<file path="config.mk">
export PLATFORM = sky130hd
export DESIGN_NAME = uart_rx_block
export DESIGN_NICKNAME = d
export VERILOG_FILES = /design/src/rtl/uart_rx_pkg.sv /design/src/rtl/flex_stp_sr.sv /design/src/rtl/uart_rx_block.sv
export SDC_FILE = /design/constraint.sdc
export NUM_CORES = 1
export LEC_CHECK = 0
export ABC_AREA = 1
export CAP_MARGIN = 20
export CORE_MARGIN = 8
export CORE_UTILIZATION = 53
export CTS_CLUSTER_DIAMETER = 60
export DETAILED_ROUTE_END_ITERATION = 8
export PLACE_DENSITY = 0.75
export SLEW_MARGIN = 10
export SYNTH_ARGS = -nofsm -noshare
export SYNTH_HDL_FRONTEND = slang
export SYNTH_HIERARCHICAL = 1
export SYNTH_SLANG_ARGS = --single-unit
</file>
<file path="constraint.sdc">
create_clock -name clk -period 2.9 [get_ports clk]
set_input_delay 0.435 -clock clk [delete_from_list [all_inputs] [get_ports clk]]
set_output_delay 0.435 -clock clk [all_outputs]
set_load 0.02 [all_outputs]
</file>
<file path="src/rtl/uart_rx_pkg.sv">
`default_nettype none
// +----------------------------------------------------------------------+
// | Module  : uart_rx_pkg                                                |
// | Brief   : Shared types and constants for the UART receiver slice.    |
// | Revision: 1.0                                                        |
// +----------------------------------------------------------------------+
package uart_rx_pkg;

    localparam int c_FRAME_BITS          = 8;
    localparam int c_CLKS_PER_BIT_DEFAULT = 10;
    localparam int c_TIMER_W             = 4;
    localparam int c_CNT_W               = $clog2(c_FRAME_BITS);

    typedef enum logic [1:0] {
        IDLE  = 2'd0,
        START = 2'd1,
        DATA  = 2'd2,
        STOP  = 2'd3
    } rx_state_t;

endpackage
`default_nettype wire

</file>
<file path="src/rtl/flex_stp_sr.sv">
`default_nettype none
// +----------------------------------------------------------------------+
// | Module  : flex_stp_sr                                                |
// | Brief   : Parameterised serial-to-parallel shift register.           |
// | Revision: 1.0                                                        |
// +----------------------------------------------------------------------+
module flex_stp_sr #(
    parameter int NUM_BITS  = 8,
    parameter bit SHIFT_MSB = 1'b0
) (
    input  logic                clk,
    input  logic                n_rst,
    input  logic                shift_enable,
    input  logic                serial_in,
    output logic [NUM_BITS-1:0] parallel_out
);

    logic [NUM_BITS-1:0] r_data;
    logic [NUM_BITS-1:0] w_next;

    // SHIFT_MSB = 0 enters new bits at the top, so the first bit ends up in bit 0.
    generate
        if (SHIFT_MSB) begin : g_shift_msb
            assign w_next = {r_data[NUM_BITS-2:0], serial_in};
        end else begin : g_shift_lsb
            assign w_next = {serial_in, r_data[NUM_BITS-1:1]};
        end
    endgenerate

    always_ff @(posedge clk or negedge n_rst) begin
        if (!n_rst) begin
            r_data <= '1;
        end else if (shift_enable) begin
            r_data <= w_next;
        end
    end

    assign parallel_out = r_data;

endmodule
`default_nettype wire

</file>
<file path="src/rtl/uart_rx_block.sv">
`default_nettype none
// +----------------------------------------------------------------------+
// | Module  : uart_rx_block                                              |
// | Brief   : 8N1 UART receiver with data-ready, overrun, framing flags. |
// | Revision: 1.0                                                        |
// +----------------------------------------------------------------------+
module uart_rx_block
    import uart_rx_pkg::*;
#(
    parameter int CLKS_PER_BIT = c_CLKS_PER_BIT_DEFAULT
) (
    input  logic                    clk,
    input  logic                    n_rst,
    input  logic                    serial_in,
    input  logic                    data_read,
    output logic [c_FRAME_BITS-1:0] rx_data,
    output logic                    data_ready,
    output logic                    overrun_error,
    output logic                    framing_error
);

    localparam logic [c_TIMER_W-1:0] c_HALF_LOAD = c_TIMER_W'(CLKS_PER_BIT / 2 - 1);
    localparam logic [c_TIMER_W-1:0] c_BIT_LOAD  = c_TIMER_W'(CLKS_PER_BIT - 1);
    localparam logic [c_CNT_W-1:0]   c_LAST_BIT  = c_CNT_W'(c_FRAME_BITS - 1);

    logic                    r_sync1;
    logic                    r_sync2;
    logic                    r_sin_d;
    rx_state_t               r_state;
    rx_state_t               w_state_next;
    logic [c_TIMER_W-1:0]    r_timer;
    logic [c_TIMER_W-1:0]    w_timer_next;
    logic [c_CNT_W-1:0]      r_bit_cnt;
    logic [c_CNT_W-1:0]      w_bit_cnt_next;
    logic                    w_tick;
    logic                    w_start_edge;
    logic                    w_shift;
    logic                    w_load;
    logic                    w_set_fe;
    logic                    w_clr_fe;
    logic [c_FRAME_BITS-1:0] w_shift_byte;

    assign w_tick       = (r_timer == '0);
    assign w_start_edge = r_sin_d & ~r_sync2;

    always_ff @(posedge clk or negedge n_rst) begin
        if (!n_rst) begin
            r_sync1   <= 1'b1;
            r_sync2   <= 1'b1;
            r_sin_d   <= 1'b1;
            r_state   <= IDLE;
            r_timer   <= '0;
            r_bit_cnt <= '0;
        end else begin
            r_sync1   <= serial_in;
            r_sync2   <= r_sync1;
            r_sin_d   <= r_sync2;
            r_state   <= w_state_next;
            r_timer   <= w_timer_next;
            r_bit_cnt <= w_bit_cnt_next;
        end
    end

    // Timer is loaded for the half-bit to mid-start, then a full bit per sample.
    always_comb begin
        w_state_next   = r_state;
        w_timer_next   = r_timer;
        w_bit_cnt_next = r_bit_cnt;
        w_shift        = 1'b0;
        w_load         = 1'b0;
        w_set_fe       = 1'b0;
        w_clr_fe       = 1'b0;
        case (r_state)
            IDLE: begin
                if (w_start_edge) begin
                    w_state_next   = START;
                    w_timer_next   = c_HALF_LOAD;
                    w_bit_cnt_next = '0;
                    w_clr_fe       = 1'b1;
                end
            end
            START: begin
                if (!w_tick) begin
                    w_timer_next = r_timer - 1'b1;
                end else if (r_sync2) begin
                    w_state_next = IDLE;
                end else begin
                    w_state_next = DATA;
                    w_timer_next = c_BIT_LOAD;
                end
            end
            DATA: begin
                if (!w_tick) begin
                    w_timer_next = r_timer - 1'b1;
                end else begin
                    w_shift      = 1'b1;
                    w_timer_next = c_BIT_LOAD;
                    if (r_bit_cnt == c_LAST_BIT) begin
                        w_state_next   = STOP;
                        w_bit_cnt_next = '0;
                    end else begin
                        w_bit_cnt_next = r_bit_cnt + 1'b1;
                    end
                end
            end
            STOP: begin
                if (!w_tick) begin
                    w_timer_next = r_timer - 1'b1;
                end else begin
                    w_state_next = IDLE;
                    w_timer_next = '0;
                    w_load       = r_sync2;
                    w_set_fe     = ~r_sync2;
                end
            end
            default: begin
                w_state_next = IDLE;
                w_timer_next = '0;
            end
        endcase
    end

    flex_stp_sr #(
        .NUM_BITS  (c_FRAME_BITS),
        .SHIFT_MSB (1'b0)
    ) u_shift (
        .clk          (clk),
        .n_rst        (n_rst),
        .shift_enable (w_shift),
        .serial_in    (r_sync2),
        .parallel_out (w_shift_byte)
    );

    // A load wins over a simultaneous acknowledge; the acknowledge suppresses overrun.
    always_ff @(posedge clk or negedge n_rst) begin
        if (!n_rst) begin
            rx_data       <= 8'hFF;
            data_ready    <= 1'b0;
            overrun_error <= 1'b0;
            framing_error <= 1'b0;
        end else begin
            if (w_load) begin
                rx_data       <= w_shift_byte;
                data_ready    <= 1'b1;
                overrun_error <= data_ready & ~data_read;
            end else if (data_read && data_ready) begin
                data_ready    <= 1'b0;
                overrun_error <= 1'b0;
            end
            if (w_clr_fe) begin
                framing_error <= 1'b0;
            end else if (w_set_fe) begin
                framing_error <= 1'b1;
            end
        end
    end

endmodule
`default_nettype wire

</file>
==> summary.txt <==
Run status
  • Status: finished clean

Setup path
  • Arrival time at the worst endpoint: 1480 ps
  • CP delay by family, top: buffers and inverters
  • Worst-path fanout max: 2
  • CP startpoint kind: register
  • Worst R2R Setup Slack: 1080 ps
  • CP cell instances: clkdlybuf4s50_1
  • Critical-path top delay cell: clkdlybuf4s50_1
  • Setup CP Type: reg -> out
  • RR Endpoint: u_shift/parallel_out[5]
  • Crit-path max cell delay: 620 ps
  • Critical Path RT: 2470 ps
  • R2r worst-path depth: 7
  • WP buf/inv: 1
  • Worst flop-to-flop path startpoint: r_state[0]
  • Crit. End Element: primary output

Power and ir drop
  • VDD IR-drop max: 0.000508 V
  • P per Cell Area: 823 mW/mm2
  • Pleak: 0.858 nW
  • Total Power: 0.00148 W

Synth
  • Mean Syn Cell Area: 8.87 um2
  • Syn Inst Count: 176
  • Cell variety after synth: 23
  • Cell area after synthesis: 0.00156 mm2
  • List of most frequent post-synthesis cells: 64 x nand2_1, 23 x inv_1, 19 x dfstp_2
  • Most common cell in the synthesized netlist: nand2_1
  • EDFF count, synth: 0
  • Post-synth top flop: dfstp_2
  • Register bit count reported by yosys: 31
  • Ranking of synthesized cells by area: dfstp_2 32%, dfrtp_1 19%, nand2_1 15%, ha_1 7.2%, inv_1 5.5%
  • Yosys warnings: 6
  • Yosys top cell area share: 32.0%
  • Async set-reset flop share out of synthesis: 100%
  • Seq/Total Area, Yosys: 51.2%
  • Yosys top cell by area: dfstp_2
  • Syn Nets: 189

Drt
  • Vias: 1144
  • DRC violation total after the first TritonRoute iteration: 57
  • TritonRoute pass-1 iters: 4
  • Remaining DRCs: 0
  • Routed WL per cell: 12.4 um
  • Routed Antenna Nets: 0
  • Routed vias/inst: 5.02
  • Routed WL: 2830 um

Timing
  • Setup_tns: 0 ps
  • RSZ-0062 raised after global routing: no
  • Final Skew: 10.1 ps
  • Final hold vios: 0
  • Crit share post-route: 66.1%
  • Max-slew violations: 0
  • Worst Max-Slew Pin Slew: 631 ps
  • Hold WS: 361 ps
  • Setup violations, final: 0
  • Fmax: 521 MHz
  • Slew margin rel.: 57.8%
  • Min Tclk post-route: 1920 ps

Floorplanning
  • # rows: 19
  • Die ar.: 0.00494 mm2
  • Height of the die: 70.3 um
  • Die X: 70.3 um
  • I/O pin count: 15
  • Starting Density: 56.1%
  • Core region area: 0.00278 mm2

Place
  • GP Congestion: 0.886
  • Port buffer count: 14
  • Post-DP Area: 0.00173 mm2
  • DP HPWL: 2110 um

Finish
  • Antenna Diode Count: 0
  • Design Area, Final: 0.00180 mm2
  • Nets: 209
  • Fin util: 64.7%
  • Area Overhead vs Synth: 15.3%
  • Layout cells sized above 1: 21.8%

Clock tree
  • Hold buffers post-CTS: 0
  • Clock Root Buffer: clkbuf_4
  • Post-CTS Setup Bufs: 0
  • H-tree depth: 2
  • CTS Buffer Depth: 2
  • TritonCTS clock tree: yes
  • Num CTS Buffers: 5
  • # resized after CTS: 0
  • Clock Pin Slew Worst Setup and Hold Paths: 90 ps
  • Clock Latency Late Sink: 330 ps
  • Clk sink count: 31

GRT
  • Number of antenna violations at the first check in global routing: 0
  • Global-route wire length before repair: 5100 um
  • Vias in the first global route: 1175
  • Total Routing Usage GR: 12.6%
  • Total gr overflow: 0
  • Largest net degree at the start of global routing: 20

Min path
  • Worst Hold End: r_sync2
  • Hold depth: 0
  • Hold wc startpoint: r_sync1
  • Hold crit path type: reg -> reg

Flow run
  • Max_cap viols: 0
[registers in the layout, indices dropped and copies added, names as in the netlist, named ones only]
register              cells
overrun_error             1
r_state                   1
r_sync1                   1
r_bit_cnt                 3
r_sin_d                   1
r_timer                   4
r_sync2                   1
rx_data                   8
u_shift/parallel_out      8
framing_error             1
data_ready                1
[kinds of logic after synthesis]
family	synth area share (%)
AOI/OAI and AO/OA	7.37
adders and majority gates	7.21
buffers and inverters	7.77
DFF	51.2
and+or+nand+nor	26.4
[worst max path at each step]
| stage | startpoint | endpoint | slack [ps] | cells past startpoint |
|---|---|---|---|---|
| after global placement | r_state[0] | u_shift/parallel_out[5] | 1180 | 7 |
| after floorplan | r_timer[0] | u_shift/parallel_out[1] | 1570 | 8 |
| after global routing | r_state[0] | u_shift/parallel_out[2] | 850 | 7 |
| final | rx_data[4] | rx_data[4] | 980 | 1 |
| after detailed placement | r_state[0] | u_shift/parallel_out[6] | 1080 | 7 |
| after CTS | rx_data[4] | rx_data[4] | 950 | 1 |
[routing by layer]
| metal | GRT usage (%) | vias to the layer above | routed length, um |
|---|---|---|---|
| met5 | 0 | - | 0 |
| met4 | 5.13 | 0 | 26 |
| met3 | 4.66 | 4 | 95 |
| met2 | 20.7 | 14 | 1450 |
| met1 | 14.4 | 541 | 1250 |
| li1 | - | 585 | - |
[report_power, final]
part           switching [W]  internal [W]
Clock               0.000142      0.000183
Combinational       0.000354      0.000207
Sequential         0.0000696      0.000527
Total               0.000565      0.000917
[per-stage QoR]
step	cells	setup slack (ps)
after floorplan	176	1570
after global placement	220	1180
after detailed placement	220	1080
after CTS	228	945
after global routing	228	851
final	228	982
[layout make-up]
type / instances / area (um2)
fill: 232 / 981
sequential: 31 / 800
multi-input combinational: 117 / 641
timing repair buffer: 15 / 148
inverter: 26 / 98.8
clock buffer: 7 / 45.0
tap: 31 / 38.8
clock inverter: 1 / 30.0
[layout by cell type, fill, tap and decap left out]
cell / instances
nand2_1: 64
inv_1: 23
dfstp_2: 19
clkdlybuf4s50_1: 14
dfrtp_1: 12
nand3_1: 11
o21ai_2: 9
ha_1: 9
nor2_1: 8
clkbuf_4: 5
nand2_4: 2
inv_2: 2
nand4_1: 2
nor3_1: 2
o21ai_0: 2
clkbuf_1: 2
nor2_4: 1
clkinv_2: 1
nand3_4: 1
a21oi_2: 1
a21oi_1: 1
nand3b_1: 1
o21a_1: 1
and3_1: 1
o21ai_1: 1
bufinv_16: 1
buf_4: 1
No activity file was read; power rests on OpenSTA's default activity.
